`src/rtl/obstacle_scheduler_if.sv`:
```
// obstacle_scheduler_if: frame/start/hit inputs and obstacle/score outputs of the scheduler
interface obstacle_scheduler_if #(parameter int CORDW = 11);
  logic frame, start, hit;
  logic signed [CORDW-1:0] obs0_x, obs1_x;
  logic obs0_act, obs1_act;
  logic [3:0] speed;
  logic [15:0] score;
  logic [1:0] state;
  modport master (output frame, start, hit,
                  input obs0_x, obs1_x, obs0_act, obs1_act, speed, score, state);
  modport slave (input frame, start, hit,
                 output obs0_x, obs1_x, obs0_act, obs1_act, speed, score, state);
endinterface

```
`src/rtl/obstacle_scheduler.sv`:
```
// obstacle_scheduler: two-slot obstacle pool, score/speed ramp and IDLE/RUN/OVER game sequencing
module obstacle_scheduler #(
  parameter int H_RES = 784,
  parameter int CORDW = 11,
  parameter int SPR_DRAWW = 32,
  parameter int SPEED_INIT = 2,
  parameter int SPEED_MAX = 6,
  parameter int SPEEDUP_PTS = 4,
  parameter int GAP_MIN = 100,
  parameter logic [7:0] LFSR_SEED = 8'hA5
) (
  input logic clk,
  input logic rst,
  obstacle_scheduler_if.slave bus
);
  localparam logic [1:0] IDLE = 2'd0, RUN = 2'd1, OVER = 2'd2;
  localparam logic signed [CORDW-1:0] X_SPAWN = CORDW'(H_RES);
  localparam logic signed [CORDW-1:0] X_RET = CORDW'(-SPR_DRAWW);
  logic [1:0] st;
  logic signed [CORDW-1:0] x0, x1, m0, m1;
  logic a0, a1, hl, r0, r1, spawn, s0, s1, up, clr;
  logic [3:0] spd;
  logic [15:0] sc;
  logic [16:0] sc_sum;
  logic [7:0] lfsr, rc, rc_sum;
  logic [8:0] gap;
  logic [1:0] nret;
  assign m0 = x0 - $signed({{(CORDW-4){1'b0}}, spd});
  assign m1 = x1 - $signed({{(CORDW-4){1'b0}}, spd});
  assign r0 = a0 && m0 <= X_RET;
  assign r1 = a1 && m1 <= X_RET;
  // free-ness is judged on pre-frame occupancy, so a slot retiring now cannot respawn until next frame
  assign spawn = gap == 9'd0 && !(a0 && a1);
  assign s0 = spawn && !a0;
  assign s1 = spawn && a0 && !a1;
  assign nret = {1'b0, r0} + {1'b0, r1};
  assign sc_sum = {1'b0, sc} + {15'd0, nret};
  assign rc_sum = rc + {6'd0, nret};
  assign up = rc_sum >= 8'(SPEEDUP_PTS);
  assign clr = st == IDLE || st == 2'd3 || (st == OVER && bus.start);
  always_ff @(posedge clk or posedge rst) begin
    if (rst) begin
      st <= IDLE;
      x0 <= X_SPAWN;
      x1 <= X_SPAWN;
      a0 <= 1'b0;
      a1 <= 1'b0;
      spd <= 4'(SPEED_INIT);
      sc <= 16'd0;
      lfsr <= LFSR_SEED;
      gap <= 9'd0;
      rc <= 8'd0;
      hl <= 1'b0;
    end else if (clr) begin
      st <= (st == IDLE && bus.start) ? RUN : IDLE;
      x0 <= X_SPAWN;
      x1 <= X_SPAWN;
      a0 <= 1'b0;
      a1 <= 1'b0;
      spd <= 4'(SPEED_INIT);
      sc <= 16'd0;
      lfsr <= LFSR_SEED;
      gap <= 9'd0;
      rc <= 8'd0;
      hl <= 1'b0;
    end else if (st == RUN) begin
      if (bus.frame && (hl || bus.hit)) begin
        st <= OVER;
        hl <= 1'b0;
      end else if (bus.frame) begin
        x0 <= (s0 || r0 || !a0) ? X_SPAWN : m0;
        x1 <= (s1 || r1 || !a1) ? X_SPAWN : m1;
        a0 <= s0 || (a0 && !r0);
        a1 <= s1 || (a1 && !r1);
        sc <= sc_sum[16] ? 16'hFFFF : sc_sum[15:0];
        rc <= up ? 8'd0 : rc_sum;
        spd <= (up && spd < 4'(SPEED_MAX)) ? spd + 4'd1 : spd;
        gap <= gap != 9'd0 ? gap - 9'd1 : spawn ? 9'(GAP_MIN) + {3'd0, lfsr[5:0]} : 9'd0;
        lfsr <= {lfsr[6:0], lfsr[7] ^ lfsr[5] ^ lfsr[4] ^ lfsr[3]};
      end else if (bus.hit) begin
        hl <= 1'b1;
      end
    end
  end
  assign bus.obs0_x = x0;
  assign bus.obs1_x = x1;
  assign bus.obs0_act = a0;
  assign bus.obs1_act = a1;
  assign bus.speed = spd;
  assign bus.score = sc;
  assign bus.state = st;
endmodule
```
`src/flat_wrapper.sv`:
```
// flat-port wrapper written by rule: the top's interface ports become plain ports
module obstacle_scheduler_flat 
#(
  parameter int H_RES = 784,
  parameter int CORDW = 11,
  parameter int SPR_DRAWW = 32,
  parameter int SPEED_INIT = 2,
  parameter int SPEED_MAX = 6,
  parameter int SPEEDUP_PTS = 4,
  parameter int GAP_MIN = 100,
  parameter logic [7:0] LFSR_SEED = 8'hA5
)
  (clk, rst, bus_frame, bus_start, bus_hit, bus_obs0_x, bus_obs1_x, bus_obs0_act, bus_obs1_act, bus_speed, bus_score, bus_state);
  obstacle_scheduler_if #(.CORDW(CORDW)) bus_i ();
  input logic clk;
  input logic rst;
  input wire logic [$bits(bus_i.frame)-1:0] bus_frame;
  input wire logic [$bits(bus_i.start)-1:0] bus_start;
  input wire logic [$bits(bus_i.hit)-1:0] bus_hit;
  output wire logic [$bits(bus_i.obs0_x)-1:0] bus_obs0_x;
  output wire logic [$bits(bus_i.obs1_x)-1:0] bus_obs1_x;
  output wire logic [$bits(bus_i.obs0_act)-1:0] bus_obs0_act;
  output wire logic [$bits(bus_i.obs1_act)-1:0] bus_obs1_act;
  output wire logic [$bits(bus_i.speed)-1:0] bus_speed;
  output wire logic [$bits(bus_i.score)-1:0] bus_score;
  output wire logic [$bits(bus_i.state)-1:0] bus_state;
  assign bus_i.frame = bus_frame;
  assign bus_i.start = bus_start;
  assign bus_i.hit = bus_hit;
  assign bus_obs0_x = bus_i.obs0_x;
  assign bus_obs1_x = bus_i.obs1_x;
  assign bus_obs0_act = bus_i.obs0_act;
  assign bus_obs1_act = bus_i.obs1_act;
  assign bus_speed = bus_i.speed;
  assign bus_score = bus_i.score;
  assign bus_state = bus_i.state;
  obstacle_scheduler #(.H_RES(H_RES), .CORDW(CORDW), .SPR_DRAWW(SPR_DRAWW), .SPEED_INIT(SPEED_INIT), .SPEED_MAX(SPEED_MAX), .SPEEDUP_PTS(SPEEDUP_PTS), .GAP_MIN(GAP_MIN), .LFSR_SEED(LFSR_SEED)) u_core (.clk(clk), .rst(rst), .bus(bus_i));
endmodule
```
`config.mk`:
```
export PLATFORM = sky130hd
export DESIGN_NAME = obstacle_scheduler_flat
export DESIGN_NICKNAME = d
export VERILOG_FILES = /design/src/rtl/obstacle_scheduler_if.sv /design/src/rtl/obstacle_scheduler.sv /design/src/flat_wrapper.sv
export SDC_FILE = /design/constraint.sdc
export NUM_CORES = 1
export LEC_CHECK = 0
export ABC_AREA = 1
export BUFFER_PORTS_ARGS = -buffer_cell sky130_fd_sc_hd__buf_2
export CORE_MARGIN = 3
export CORE_UTILIZATION = 40
export CTS_BUF_LIST = sky130_fd_sc_hd__clkbuf_4 sky130_fd_sc_hd__clkbuf_8
export DETAILED_ROUTE_END_ITERATION = 16
export GPL_TIMING_DRIVEN = 0
export PLACE_DENSITY = 0.67
export SLEW_MARGIN = 20
export SYNTH_ARGS = -nofsm -noshare
export SYNTH_HDL_FRONTEND = slang
export SYNTH_SLANG_ARGS = --single-unit
```
`constraint.sdc`:
```
create_clock -name clk -period 5.28 [get_ports clk]
set_input_delay 1.056 -clock clk [delete_from_list [all_inputs] [get_ports clk]]
set_output_delay 1.056 -clock clk [all_outputs]
set_load 0.02 [all_outputs]
```
==> key figures <==
Timing
  • Worst slew margin: 59.5%
  • Fin. max-slew vios: 0
  • Worst Tran Pin Value: 607 ps
  • Final Setup Violations: 0
  • Final hold violation count: 0
  • Fin Setup TNS: 0 ps
  • RSZ-0062 raised after global routing: no
  • Highest clock rate: 233 MHz
  • Final period utilization: 81.3%
  • Clk_skew: approximately 13 ps
  • Min cycle time layout: roughly 4300 ps

Power
  • Pwr dens: 320 nW/um2
  • Sw frac: 37.4%
  • Combinational Power Share: 30.9%
  • Clock share of power: 32.4%
  • Leak: 2.70 nW
  • P_int: 1.06 mW
  • Peak supply drop: 0.000159 V
  • Reg power frac: 36.7%
  • P_sw: 0.635 mW
  • Overall power: between 1.5 and 2 mW

Floorplan
  • Initial core utilization: 41.6%
  • Die Y: 113 um
  • Ports: 51
  • Die Area: approximately 13000 um2
  • Chip Width: 113 um
  • Core area: 11000 um2
  • Core Rows: 38

Worst setup path
  • CP startpoint: u_core.bus.speed[2]
  • Crit path buffers/inverters: 6
  • Worst R2R End: u_core.bus.score[7]
  • CP cell instances: inv_1, ha_1, nand2_1, inv_1, a21oi_1, nand4_1, or2_0, nand2_1, inv_1, nand3_1, inv_1, ha_1, ha_1, inv_1, fa_1, nor2_1, nand4_1, nor2_1, inv_1, nor2_1, nand2_1, o21ai_0, a21oi_1, o22ai_1
  • Top cell by count, worst path: inv_1
  • Startpoint type of the worst setup path: register
  • Delay-heaviest family, CP: simple AND/OR/NAND/NOR gates
  • RR Startpoint: u_core.bus.speed[2]
  • Crit. End Element: register
  • Data arrival, critical path: 4550 ps
  • Setup CP Type: register to register
  • Critical path's largest stage delay: 400 ps
  • Data required, critical path: 5540 ps
  • Critical path peak fanout: 6
  • Worst-case reg-to-reg path depth: 24
  • Slowest stage cell, crit path: ha_1
  • Flop2flop setup slack: between 900 and 1000 ps

Detailed routing
  • WL final: 11.5 mm
  • Initial DRC count: 258
  • Post-route ant nets: 0
  • DR vias/cell: slightly above 5
  • DR pass1 iterations: 5
  • Routed WL per cell: 13.7 um
  • Vias: around 4300
  • Drt drc: 0

Clock network
  • Resized cells post-CTS: 0
  • Hold-fix buffers, CTS: 0
  • Clk_lat worst skew: 340 ps
  • Post CTS Setup Buffer Count: 0
  • TritonCTS Buffers: 9
  • CTS Sinks: 72
  • TritonCTS clock tree: built
  • Root Driver: clkbuf_8
  • # H-tree levels: 3
  • CTS max path bufs: 2
  • Clock-pin slew on the worst setup and hold paths: ~90 ps

Yosys
  • Synthesized flop and latch total: between 70 and 80
  • Top cell type's share of synthesized area: 33.3%
  • Syn_nets: 661
  • Post-synthesis cell type count: between 40 and 50
  • Ys async rst share: between 90% and 100%
  • Synth warnings: 0
  • Mean Syn Cell Area: 7.25 um2
  • Top cells by area, synth: dfrtp_1, nand2_1, inv_1, dfstp_2, nand3_1
  • Syn Std Cell Area: 4590 um2
  • Most used DFF post-synth: dfrtp_1
  • Seq/Total Area, Yosys: 39.5%
  • Cells after synthesis: 633
  • Area leader, netlist: dfrtp_1
  • Post-synth EDFFs: 0

Status
  • Status: finished clean

Global route
  • Initial antenna violation count: 0
  • Tot GR Track Use: 18.4%
  • Vias in the first global route: 4279
  • Gr ovfl total: 0
  • First-pass GRT wire length: 19.6 mm
  • Largest net degree at the start of global routing: 53

Place
  • Placed inst area: ~5000 um2
  • Dpl hpwl: 8.58 mm
  • Port bufs: 50
  • Gp weighted congestion: a little over 0.9

Finish
  • Final core area utilization: 48.0%
  • Layout cells sized above 1: 13.9%
  • Nets@finish: 723
  • Finished layout cell area: around 5300 um2
  • Fill cell count: ~1100
  • Antenna fix cells: 0
  • Area growth from synthesis to final layout: 15.4%

Worst hold path
  • Hold Crit Class: register to register
  • Min-delay src: u_core.lfsr[6]
  • Hold depth: 2
  • Hold endpoint: u_core.lfsr[7]

Run
  • Max cap viols: 0
==> state kept, by name (all words and copies together) (netlist names) <==
signal / count
u_core.lfsr: 8
u_core.bus.state: 2
u_core.hl: 1
u_core.bus.obs1_x: 11
u_core.bus.obs0_x: 11
u_core.bus.speed: 4
u_core.rc: 8
u_core.bus.obs1_act: 1
u_core.bus.obs0_act: 1
u_core.bus.score: 16
u_core.gap: 9
==> through the flow <==
| step | hold WS, ps | setup slack, ps | instances |
|---|---|---|---|
| detailed placement | 471 | 1040 | 824 |
| CTS | 485 | 993 | 840 |
| global route | 512 | 678 | 840 |
| global placement | 466 | 1050 | 823 |
| floorplan | 455 | 1500 | 633 |
| finish | 486 | 989 | 840 |
==> power by group through the flow <==
stage	Sequential [mW]	Clock, mW	Combinational [mW]
after CTS	0.623	0.564	0.524
final	0.623	0.551	0.525
after global routing	0.628	0.586	0.588
after global placement	0.632	0	0.512
after floorplan	0.645	0	0.346
after detailed placement	0.633	0	0.522
==> area by class of cell <==
type	count	area (um2)	area share, %
multi-input combinational	436	2300	43.4
sequential	72	1820	34.3
inverter	111	419	7.91
timing repair buffer	51	278	5.24
tap	140	175	3.31
clock buffer	10	138	2.60
clock inverter	6	115	2.17
buffer	14	58.8	1.11
==> cells by family (layout without fill, tap and decap cells) <==
logic type / after synthesis / after routing / share of synthesized area [%]
buf+inv: 125 / 192 / 10.4
flops: 72 / 72 / 39.5
fa+ha+maj: 23 / 23 / 6.92
compound gates: 101 / 101 / 12.5
xor+xnor: 15 / 15 / 2.86
simple gates: 297 / 297 / 27.8
==> cell usage after synthesis (3+ instances only) <==
cell and count:
o22ai_1 13, inv_2 4, inv_1 106, nand3b_1 3, nand4_1 11, o21ai_0 45
a21oi_1 26, nor3_1 7, dfstp_2 11, dfrtp_1 61, fa_1 4, nor2_1 67
o21ai_1 4, xnor2_1 6, nand3_1 57, ha_1 19, xor2_1 9, nand2_1 142
buf_2 5, clkbuf_1 8
==> layout by cell type (no fill, tap or decap), types with 2 or more instances in the layout <==
cell,n
inv_2,4
nand3_1,57
nor2_1,67
ha_1,19
nor3_1,7
inv_1,105
xor2_1,9
dfstp_2,11
a22oi_1,2
bufinv_16,3
o21ai_0,45
fa_1,4
dfrtp_1,61
o22ai_1,13
nand3_2,2
a21oi_1,26
nand4_1,11
o21ai_1,4
o21a_1,2
clkbuf_1,8
nand3b_1,3
clkbuf_8,10
buf_2,55
xnor2_1,6
nand2_1,142
==> layer usage <==
| layer | vias to the layer above | track usage (%) | routed length [um] |
|---|---|---|---|
| met5 | - | 0 | 0 |
| met3 | 6 | 2.94 | 586 |
| met1 | 2064 | 23.3 | 5220 |
| li1 | 2164 | - | - |
| met4 | 0 | 4.01 | 59 |
| met2 | 106 | 33.1 | 5670 |
==> worst min-delay path, stage by stage, from the launching register on <==
cell and delay [ps]:
dfrtp_1 370, inv_1 60, a21oi_1 60
==> worst max path at each step <==
stage,end,slack [ps],depth (start not counted)
CTS,u_core.bus.score[7],990,24
finish,u_core.bus.score[7],990,24
global placement,u_core.bus.score[7],1050,25
floorplan,u_core.bus.score[7],1500,25
detailed placement,u_core.bus.score[5],1040,25
global route,u_core.bus.score[11],680,25
(Power assumes the default switching activity.)
